--- config.mk ---
export PLATFORM = sky130hd
export DESIGN_NAME = acc_seq_ctrl
export DESIGN_NICKNAME = d
export VERILOG_FILES = /design/src/rtl/acc_seq_ctrl.sv
export SDC_FILE = /design/constraint.sdc
export NUM_CORES = 1
export LEC_CHECK = 0
export ABC_AREA = 0
export BUFFER_PORTS_ARGS = -buffer_cell sky130_fd_sc_hd__buf_2
export CAP_MARGIN = 5
export CORE_MARGIN = 5
export CORE_UTILIZATION = 45
export DETAILED_ROUTE_END_ITERATION = 8
export PLACE_DENSITY = 0.7
export SLEW_MARGIN = 30
export SYNTH_ARGS = -nofsm -noshare
export SYNTH_HDL_FRONTEND = slang
export SYNTH_SLANG_ARGS = --single-unit
--- constraint.sdc ---
create_clock -name clk -period 4.5 [get_ports clk]
set_input_delay 0.675 -clock clk [delete_from_list [all_inputs] [get_ports clk]]
set_output_delay 0.675 -clock clk [all_outputs]
set_load 0.005 [all_outputs]
--- src/rtl/acc_seq_ctrl.sv ---
// acc_seq_ctrl: sequencer for the channel-accumulation vector adder.
// It drives the adder's ena and input zero-select so that num_ch partial-sum
// beats are summed per tile. Each finished tile is presented downstream with
// a valid/ready handshake. The controller walks num_tiles tiles per accepted
// start command.
//
// Optional feature macro: ACC_SEQ_PERF_EN (stall performance counter).
//
// Handshake semantics: a transfer happens on a rising clk edge where both
// valid and ready are high. The input beat side is in_valid/in_ready, and
// in_ready is high only in ACC. The output tile side is out_valid/out_ready,
// and out_valid is high only in RES and stays high until out_ready is seen.
// The controller never drops or changes a presented tile while it waits.
//
// Adder control encoding (ena, sel_zero):
//   0,0 load input vector
//   1,0 accumulate input vector
//   1,1 hold (c + 0)

module acc_seq_ctrl #(
  parameter int CH_W   = 8,
  parameter int TILE_W = 16
) (
  input  logic              clk,
  input  logic              rstn,
  input  logic              start,
  input  logic [CH_W-1:0]   cfg_num_ch,
  input  logic [TILE_W-1:0] cfg_num_tiles,
  output logic              busy,
  output logic              done,
  input  logic              in_valid,
  output logic              in_ready,
  output logic              add_ena,
  output logic              add_sel_zero,
  output logic              out_valid,
  input  logic              out_ready,
  output logic              out_last,
  output logic [CH_W-1:0]   ch_idx,
  output logic [TILE_W-1:0] tile_idx,
  output logic [31:0]       stall_cnt,
  output logic [1:0]        dbg_state
);

  typedef enum logic [1:0] {
    ST_IDLE = 2'd0,
    ST_ACC  = 2'd1,
    ST_RES  = 2'd2
  } state_t;

  localparam logic [CH_W-1:0]   CH_ONE   = {{(CH_W-1){1'b0}}, 1'b1};
  localparam logic [TILE_W-1:0] TILE_ONE = {{(TILE_W-1){1'b0}}, 1'b1};

  state_t            r_state;
  state_t            w_state_nxt;
  logic [CH_W-1:0]   r_num_ch;
  logic [TILE_W-1:0] r_num_tiles;
  logic [CH_W-1:0]   r_ch_idx;
  logic [TILE_W-1:0] r_tile_idx;
  logic              r_done;

  logic w_start_ok;
  logic w_beat;
  logic w_ch_last;
  logic w_tile_last;
  logic w_out_hs;

  // A start is taken only from IDLE and only with non-zero geometry.
  assign w_start_ok  = (r_state == ST_IDLE) && start &&
                       (cfg_num_ch != '0) && (cfg_num_tiles != '0);
  assign w_beat      = (r_state == ST_ACC) && in_valid;
  // The counters compare against the latched config, never the live inputs.
  assign w_ch_last   = (r_ch_idx == (r_num_ch - CH_ONE));
  assign w_tile_last = (r_tile_idx == (r_num_tiles - TILE_ONE));
  assign w_out_hs    = (r_state == ST_RES) && out_ready;

  // Next-state and adder/handshake outputs; hold encoding is the default.
  always_comb begin
    w_state_nxt  = r_state;
    in_ready     = 1'b0;
    out_valid    = 1'b0;
    out_last     = 1'b0;
    add_ena      = 1'b1;
    add_sel_zero = 1'b1;
    case (r_state)
      ST_IDLE: begin
        if (w_start_ok) begin
          w_state_nxt = ST_ACC;
        end
      end
      ST_ACC: begin
        in_ready = 1'b1;
        if (in_valid) begin
          add_sel_zero = 1'b0;
          // The first beat of a tile loads and the later beats accumulate.
          add_ena      = (r_ch_idx != '0);
          if (w_ch_last) begin
            w_state_nxt = ST_RES;
          end
        end
      end
      ST_RES: begin
        out_valid = 1'b1;
        out_last  = w_tile_last;
        if (out_ready) begin
          w_state_nxt = w_tile_last ? ST_IDLE : ST_ACC;
        end
      end
      default: begin
        w_state_nxt = ST_IDLE;
      end
    endcase
  end

  // State register.
  always_ff @(posedge clk) begin
    if (!rstn) begin
      r_state <= ST_IDLE;
    end else begin
      r_state <= w_state_nxt;
    end
  end

  // Latched command geometry. It changes only when a start is accepted.
  always_ff @(posedge clk) begin
    if (!rstn) begin
      r_num_ch    <= '0;
      r_num_tiles <= '0;
    end else if (w_start_ok) begin
      r_num_ch    <= cfg_num_ch;
      r_num_tiles <= cfg_num_tiles;
    end
  end

  // Beat index within the current tile.
  always_ff @(posedge clk) begin
    if (!rstn) begin
      r_ch_idx <= '0;
    end else if (w_start_ok) begin
      r_ch_idx <= '0;
    end else if (w_beat) begin
      r_ch_idx <= w_ch_last ? '0 : (r_ch_idx + CH_ONE);
    end
  end

  // Tile index. It advances when a non-final tile is handshaken.
  always_ff @(posedge clk) begin
    if (!rstn) begin
      r_tile_idx <= '0;
    end else if (w_start_ok) begin
      r_tile_idx <= '0;
    end else if (w_out_hs && !w_tile_last) begin
      r_tile_idx <= r_tile_idx + TILE_ONE;
    end
  end

  // Done pulse in the cycle after the final tile handshake.
  always_ff @(posedge clk) begin
    if (!rstn) begin
      r_done <= 1'b0;
    end else begin
      r_done <= w_out_hs && w_tile_last;
    end
  end

`ifdef ACC_SEQ_PERF_EN
  logic [31:0] r_stall_cnt;
  logic        w_stall_evt;

  assign w_stall_evt = ((r_state == ST_ACC) && !in_valid) ||
                       ((r_state == ST_RES) && !out_ready);

  // Saturating stall counter. It is cleared by an accepted start and frozen in IDLE.
  always_ff @(posedge clk) begin
    if (!rstn) begin
      r_stall_cnt <= '0;
    end else if (w_start_ok) begin
      r_stall_cnt <= '0;
    end else if (w_stall_evt && (r_stall_cnt != 32'hFFFF_FFFF)) begin
      r_stall_cnt <= r_stall_cnt + 32'd1;
    end
  end

  assign stall_cnt = r_stall_cnt;
`else
  assign stall_cnt = '0;
`endif

  assign busy      = (r_state != ST_IDLE);
  assign done      = r_done;
  assign ch_idx    = r_ch_idx;
  assign tile_idx  = r_tile_idx;
  assign dbg_state = r_state;

endmodule

==> results of run 1 <==
worst register-to-register path, cell delays in order (launching register included):
cell and delay, ns:
dfxtp_1 0.37, inv_1 0.08, ha_1 0.20, nor3b_2 0.47
nand3_1 0.17, or4_1 0.56, a221oi_2 0.70, a21oi_1 0.21
mux2i_1 0.16
worst max path at each step:
stage	start	to	slack (ns)	cells after the start
3_5_place_dp	r_num_tiles[0]	out_last	1.05	10
3_3_place_gp	r_num_tiles[0]	out_last	1.05	10
5_1_grt	r_num_tiles[0]	out_last	0.26	10
6_report	r_num_tiles[0]	out_last	0.67	10
4_1_cts	r_num_tiles[0]	out_last	0.70	10
2_1_floorplan	r_num_tiles[0]	out_last	1.52	9
placed cells by master, fill, tap and decap left out, types with 3 or more instances in the layout:
master     n
conb_1    32
nand3_1   12
inv_1     14
a21boi_0   3
nor2b_1   23
nor2_1    23
nand4_1   12
o21ai_0    4
nand2_1   38
and3_1     9
nand2b_1  18
a211oi_1   3
a21oi_1   18
buf_2     61
nor3_1     8
mux2i_1   39
dfxtp_1   51
a32o_1     3
a31oi_1    5
xor2_1    15
ha_1       5
clkbuf_8   6
xnor2_1   18
nor4_1    12
per-layer routing:
metal  up-vias  share of wire  global-route usage
met5         -              0                   0
met4         0          0.029              0.0672
met3        24          0.058              0.0304
met2       116           0.48               0.295
met1      1407           0.43               0.217
li1       1519              -                   -
state kept, by name (all words and copies together), names as in the netlist:
name and count:
tile_idx 16, done 1, r_num_ch 8, dbg_state 2, ch_idx 8, r_num_tiles 16
report_power, final:
part / total (uW) / switching [uW] / internal (uW)
logic: 228 / 128 / 100
clock network: 342 / 159 / 183
registers: 493 / 26.6 / 467
total: 1060 / 313 / 750
cell families (layout without fill, tap and decap cells):
kind of cell	Yosys count	count (layout)
multiplexers	39	39
flip-flops	51	51
AO/OA/AOI/OAI	56	56
other	1	32
AND/OR/NAND/NOR	172	172
adder cells (fa/ha/maj)	5	5
XOR/XNOR	33	33
buffers and inverters	66	85
stage by stage:
stage	total power [uW]	instance area [um^2]	setup WS [ns]
after floorplan	696	3640	1.52
after global placement	723	3750	1.05
after detailed placement	729	3750	1.05
after CTS	1070	3870	0.698
after global routing	1120	3870	0.259
final	1060	3870	0.673
final cells by class:
cell class / count / share of cell area
well taps: 102 / 0.0330
repair buffers: 63 / 0.0827
multi-input cells: 337 / 0.576
clock buffers: 6 / 0.0213
flip-flops and latches: 51 / 0.264
clock inverters: 2 / 0.0100
inverters: 14 / 0.0136
==> results.toml, run 1 <==
[global_routing]
grt-ovfl-total = 0
grt_max_degree = 36
track_usage = 0.173
grt_pass1_wl_um = 14000
grt_pass1_vias = 2916
antenna_found_initial = 0

[critical_path]
critical_path.cell_chain = "inv_1 > ha_1 > nor3b_2 > nand3_1 > a2111oi_0 > nand4bb_1 > a2111oi_4 > nand2_1 > nor2_1 > buf_2"
worstPathMaxFanout = 10
critPathBufInv = 2
rr_endpoint = "tile_idx[7]"
cp_slowest_cell = "nor3b_2"
cp-end-kind = "output pin"
slowest_delay_ns = 0.47
r2r_start = "r_num_tiles[0]"
cp_top_family = "simple AND/OR/NAND/NOR gates"
startpoint_type = "flip-flop"
r2r_cells = 8
cp.arrival_ns = 3.15
critPathKind = "flip-flop to output pin"
rrSetupSlack_ns = 1.49
required_ns = 3.83

[cts]
cts.clk_slew.worst_paths_ns = 0.10
cts-root-buf = "clkbuf_8"
clockBufferDepth = 2
hold_buffers = 0
htree_num_levels = 2
cts_tree = "built"
clock_sinks = 51
cts_made_buffers = 5
cts_setup_buffers = 0
clock_latency_ns = 0.30
ctsResizeCount = 0

[sta]
finalCriticalPeriod_ns = 3.83
hold_ws_ns = 0.530
drv_slew = 0
slew_headroom = 0.463
hold_viol = 0
clock_skew_ns = 0.00523
grt_setup_unrepaired = "no"
max_clock_freq_ghz = 0.261
worst_pin_slew_ns = 0.799
min_period_over_period = 0.851
setup-tns-final_ns = 0
setup_viol = 0

[detailed_routing]
first_pass_iters = 4
postRouteAntennaNets = 0
wire_per_inst_um = 14.8
vias = 3066
drt-total-wl_um = 8520
viasPerCell = 5.33
drc = 0
drtIter0Drc = 139

[synthesis]
synth_mux_area_frac = 0.111
synth_top_family_by_area = "simple AND/OR/NAND/NOR gates"
synth.most_common_cell = "dfxtp_1"
yosys_register_bits = 51
yosys_warnings = 0
synthArstFlopShare = 0
synth-adder-area-share = 0.0178
synth_cells = 423
syn_avg_cell_area_um2 = 8.32
synth_edf_count = 0
synth_cell_types = 56
synth_xor_area_frac = 0.0821
synth_top_area_frac = 0.290
synthTopCellsByCount = "51 x dfxtp_1, 39 x mux2i_1, 38 x nand2_1"
syn_area_mm2 = 0.00352
synth-simple-area-share = 0.269
synth_top_cell_by_area = "dfxtp_1"
yosys-top-cells-area = "dfxtp_1 29%, mux2i_1 11%, buf_4 7.3%, xnor2_1 4.5%, nor2b_1 4.1%"
synth_compound_area_frac = 0.119
ys.flop_type = "dfxtp_1"
yosysSeqAreaShare = 0.290

[min_path]
hp-class = "flip-flop to flip-flop"
hp-start = "tile_idx[15]"
hold_path_end = "tile_idx[15]"
worstHoldPathCells = 2

[floorplan]
die_x_um = 98.4
start_util = 0.458
rows = 32
ioPinCount = 94
die_area_mm2 = 0.00969
core_mm2 = 0.00769
die_h_um = 98.4

[power]
p_leak_uw = 0.00165
p_per_area_mw_per_mm2 = 274
ir_drop_mv = 0.119

[layout]
final_core_util = 0.504
drive_gt1_frac = 0.171
layout.cells.non_filler = 575
regArea_mm2 = 0.00102
multi_input_area_mm2 = 0.00223
nets = 506
fillCellCount = 762
diodes = 0
area_growth_syn_to_layout_pct = 10.0

[run_status]
status = "completed"

[placed_design]
dpl.cell_count = 567
gp_congestion = 1.01
place_hpwl_um = 6660
portBuffers = 61

[run]
cap_violations = 0
Note: power is estimated with default switching activity, not from simulation.
==> run 2: changes to the inputs <==
--- a/config.mk
+++ b/config.mk
@@ -8,10 +8,11 @@
 export ABC_AREA = 0
 export BUFFER_PORTS_ARGS = -buffer_cell sky130_fd_sc_hd__buf_2
 export CAP_MARGIN = 5
+export CORE_ASPECT_RATIO = 1.5
 export CORE_MARGIN = 5
-export CORE_UTILIZATION = 45
+export CORE_UTILIZATION = 38
 export DETAILED_ROUTE_END_ITERATION = 8
-export PLACE_DENSITY = 0.7
+export SKIP_LAST_GASP = 1
 export SLEW_MARGIN = 30
 export SYNTH_ARGS = -nofsm -noshare
 export SYNTH_HDL_FRONTEND = slang
==> run 2 against run 1 <==
  * Global-route usage fell by 1.4 points
  * Register-to-register slack barely moved
  * Die area rose by 17%
  * Routed wire length rose by 4.0%
  * Clock power rose by 11%
  * Worst hold slack got worse by 0.016 ns
  * Sequential power barely moved
  * Non-clock buffer count did not move
  * Clock skew barely moved
  * Flip-flop and latch count did not move
  * Final area rose by 0.84%
  * Critical path depth did not move
  * Critical endpoint unchanged
==> results.toml, run 2 (synthesis results as in run 1) <==
[run_status]
status = "completed"

[cts]
ctsResizeCount = 0
hold_buffers = 0
cts-root-buf = "clkbuf_16"
cts_tree = "built"
cts_setup_buffers = 0
cts.clk_slew.worst_paths_ns = 0.07
clock_sinks = 51
cts_made_buffers = 5
htree_num_levels = 2
clock_latency_ns = 0.29
clockBufferDepth = 2

[detailed_routing]
drt-total-wl_um = 8860
drtIter0Drc = 179
viasPerCell = 5.24
wire_per_inst_um = 15.1
postRouteAntennaNets = 0
first_pass_iters = 4
drc = 0
vias = 3063

[critical_path]
cp.arrival_ns = 3.17
required_ns = 3.83
slowest_delay_ns = 0.50
worstPathMaxFanout = 10
startpoint_type = "flip-flop"
critPathKind = "flip-flop to output pin"
critical_path.cell_chain = "inv_1 > ha_1 > nor3b_2 > nand3_1 > a2111oi_0 > nand4bb_1 > a2111oi_4 > nand2_1 > nor2_1 > buf_2"
cp_slowest_cell = "nor3b_2"
cp-end-kind = "output pin"
rrSetupSlack_ns = 1.49

[placed_design]
portBuffers = 61
place_hpwl_um = 7040
gp_congestion = 0.896

[sta]
worst_pin_slew_ns = 0.832
min_period_over_period = 0.855
setup-tns-final_ns = 0
slew_headroom = 0.441
clock_skew_ns = 0.00538
hold_ws_ns = 0.515
hold_viol = 0
setup_viol = 0
finalCriticalPeriod_ns = 3.85
max_clock_freq_ghz = 0.260
grt_setup_unrepaired = "no"
drv_slew = 0

[layout]
final_common_cell = "buf_2"
drive_gt1_frac = 0.169
multi_input_area_mm2 = 0.00223
fillCellCount = 923
layout_common_cells = "61 x buf_2, 51 x dfxtp_1, 39 x mux2i_1"
final_core_util = 0.427
nets = 506
regArea_mm2 = 0.00102
diodes = 0
area_growth_syn_to_layout_pct = 10.9

[global_routing]
antenna_found_initial = 0
grt-ovfl-total = 0
grt_max_degree = 28
grt_pass1_vias = 3002
track_usage = 0.159
grt_pass1_wl_um = 14300

[power]
p_leak_uw = 0.00166
p_per_area_mw_per_mm2 = 282
ir_drop_mv = 0.156

[floorplan]
die_h_um = 128
rows = 43
die_x_um = 88.6
die_area_mm2 = 0.0113
core_mm2 = 0.00915
ioPinCount = 94
start_util = 0.385

[run]
cap_violations = 0

[min_path]
hp-class = "flip-flop to flip-flop"
==> run 2: where the power goes <==
group          internal, uW  switching [uW]
registers               467            26.7
logic                   100             129
clock network           206             173
total                   773             328
==> run 2: worst paths after layout <==
path,start,endpoint,cells past startpoint
max reg2reg,r_num_tiles[0],tile_idx[10],8
min reg2reg,tile_idx[15],tile_idx[15],2
min,tile_idx[15],tile_idx[15],2
max,r_num_tiles[0],out_last,10
==> run 2: routing by layer <==
metal | track usage | part of all wire | vias up
met4 | 0.0836 | 0.046 | 0
met1 | 0.173 | 0.38 | 1423
met5 | 0 | 0 | -
li1 | - | - | 1516
met3 | 0.0257 | 0.052 | 27
met2 | 0.288 | 0.52 | 97
==> run 2: worst max-delay path, delay by kind of cell, from the launching register on <==
family / cells / cell delay, ns
flops: 1 / 0.36
buf+inv: 2 / 0.21
simple gates: 5 / 1.14
fa+ha+maj: 1 / 0.19
compound gates: 2 / 0.99
==> run 2: final cells by class <==
class,instances,area share
timing repair buffer,63,0.0820
clock buffer,6,0.0330
tap,112,0.0359
inverter,14,0.0135
clock inverter,2,0.00320
sequential,51,0.261
multi-input combinational,337,0.571
==> run 2: stage by stage <==
stage                     instance area, um^2  worst slack, ns  total power [uW]  cells
after global placement                   3760             1.06               729    577
after global routing                     3910            0.304              1160    585
final                                    3910            0.652              1100    585
after detailed placement                 3760            0.961               732    577
after floorplan                          3640             1.52               696    454
after CTS                                3910            0.638              1110    585
==> run 3: changes to the inputs <==
==> constraint.sdc (replaced) <==
create_clock -name clk -period 4 [get_ports clk]
set_input_delay 0.6 -clock clk [delete_from_list [all_inputs] [get_ports clk]]
set_output_delay 0.6 -clock clk [all_outputs]
set_load 0.005 [all_outputs]
==> run 3 against run 2 <==
  * Clock skew increased by 0.0020 ns
  * Highest routed layer unchanged
  * Critical endpoint unchanged
  * Core utilization increased by 0.70 points
  * Flip-flop and latch count unchanged
  * Largest cell class unchanged
==> results.toml, run 3 (synthesis results as in run 1) <==
[floorplan]
die_h_um = 128
die_x_um = 88.6
ioPinCount = 94
rows = 43
die_area_mm2 = 0.0113
start_util = 0.385
core_mm2 = 0.00915

[global_routing]
antenna_found_initial = 0
grt_pass1_vias = 2932
track_usage = 0.164
grt_max_degree = 28
grt_pass1_wl_um = 14600
grt-ovfl-total = 0

[placed_design]
post_dp_cell_area_mm2 = 0.00379
gp_congestion = 0.960
place_hpwl_um = 7070
portBuffers = 61
dp_slack_ns = 0.543

[critical_path]
rr_endpoint = "tile_idx[8]"
slowest_delay_ns = 0.50
r2r_start = "r_num_tiles[0]"
r2r_cells = 8
critPathBufInv = 2
startpoint_type = "flip-flop"
cp_top_family = "simple AND/OR/NAND/NOR gates"
crit_start = "r_num_tiles[0]"
required_ns = 3.40
rrSetupSlack_ns = 1.00
cp-end-kind = "output pin"
critPathKind = "flip-flop to output pin"
worstPathMaxFanout = 10
cp_slowest_cell = "a2111oi_4"
cp.arrival_ns = 3.15
critical_path.cell_chain = "inv_1 > ha_1 > nor3b_2 > nand3_1 > a2111oi_0 > nand4bb_1 > a2111oi_4 > nand2_1 > nor2_1 > buf_2"

[sta]
setup_ws_ns = 0.246
grt_setup_unrepaired = "no"
setup_viol = 0
clock_skew_ns = 0.00736
slew_headroom = 0.409
drv_slew = 0
max_clock_freq_ghz = 0.266
hold_viol = 0
worst_pin_slew_ns = 0.879
min_period_over_period = 0.939
finalCriticalPeriod_ns = 3.75
setup-tns-final_ns = 0

[cts]
htree_num_levels = 2
ctsResizeCount = 0
cts_tree = "built"
hold_buffers = 0
cts_made_buffers = 5
clock_latency_ns = 0.30
cts_setup_buffers = 0
clockBufferDepth = 2
cts-root-buf = "clkbuf_16"
clock_sinks = 51
cts.clk_slew.worst_paths_ns = 0.07

[power]
ir_drop_mv = 0.227
power.internal_uw = 955
pwr-share-seq = 0.417
p_sw_frac = 0.283
p_per_area_mw_per_mm2 = 335
power_switching_uw = 376
finalPower_uw = 1330
power_frac_comb = 0.196
clkPwrFrac = 0.387
p_leak_uw = 0.00169

[run]
cap_violations = 0

[layout]
layout_common_cells = "61 x buf_2, 51 x dfxtp_1, 39 x mux2i_1"
drive_gt1_frac = 0.175
stdcell_area_mm2 = 0.00397
nets = 508
final_core_util = 0.434
area_growth_syn_to_layout_pct = 12.8
fillCellCount = 956
final_common_cell = "buf_2"
diodes = 0

[detailed_routing]
drt-total-wl_um = 8960
drc = 0
wire_per_inst_um = 15.3
vias = 3066
viasPerCell = 5.22
postRouteAntennaNets = 0
first_pass_iters = 4
drtIter0Drc = 196

[min_path]
worstHoldPathCells = 2
hp-start = "tile_idx[13]"
hold_path_end = "tile_idx[13]"
hp-class = "flip-flop to flip-flop"

[run_status]
status = "completed"
==> run 3: changes by cell type in the layout (fill, tap and decap cells not counted) <==
cell,change
clkbuf_8,+1
buf_4,+1
bufinv_16,+1
buf_12,+1
clkbuf_1,-1
inv_6,+1
clkinvlp_4,-1
clkinv_2,-1
==> run 3: final cells by class <==
type / count / area [um^2] / area share
multi-input combinational: 337 / 2230 / 0.562
inverter: 14 / 52.6 / 0.0132
timing repair buffer: 65 / 348 / 0.0876
clock inverter: 2 / 38.8 / 0.00977
tap: 112 / 140 / 0.0353
sequential: 51 / 1020 / 0.257
clock buffer: 6 / 139 / 0.0350
==> run 3: per-layer routing <==
metal  global-route usage  part of all wire  up-vias  wire [um]
met1                0.192              0.40     1430       3560
met4               0.0569             0.024        0        214
met5                    0                 0        -          0
met2                0.291              0.53       95       4730
li1                     -                 -     1527          -
met3               0.0296             0.052       14        462
==> run 3: stage by stage <==
| stage | cells | hold slack [ns] |
|---|---|---|
| after floorplan | 454 | 0.482 |
| after global placement | 579 | 0.508 |
| after detailed placement | 579 | 0.516 |
| after CTS | 587 | 0.526 |
| after global routing | 587 | 0.552 |
| final | 587 | 0.534 |
==> run 3: power groups by stage <==
stage          logic, uW  clock network (uW)  registers [uW]
2_1_floorplan        229                   0             553
3_3_place_gp         253                   0             566
3_5_place_dp         260                   0             566
4_1_cts              260                 530             555
5_1_grt              293                 553             559
6_report             261                 515             555
==> run 3: tightest hold or removal path: cells and delay by family, from the launching register on <==
family        cells  cell delay [ns]
flops             1             0.36
mux               1             0.06
simple gates      1             0.07
==> run 3: worst max path at each step <==
stage / endpoint / slack, ns / depth (start not counted)
floorplan: out_last / 1.10 / 9
global placement: out_last / 0.67 / 10
detailed placement: out_last / 0.54 / 10
CTS: out_last / 0.24 / 10
global route: out_last / 0.04 / 10
finish: out_last / 0.25 / 10
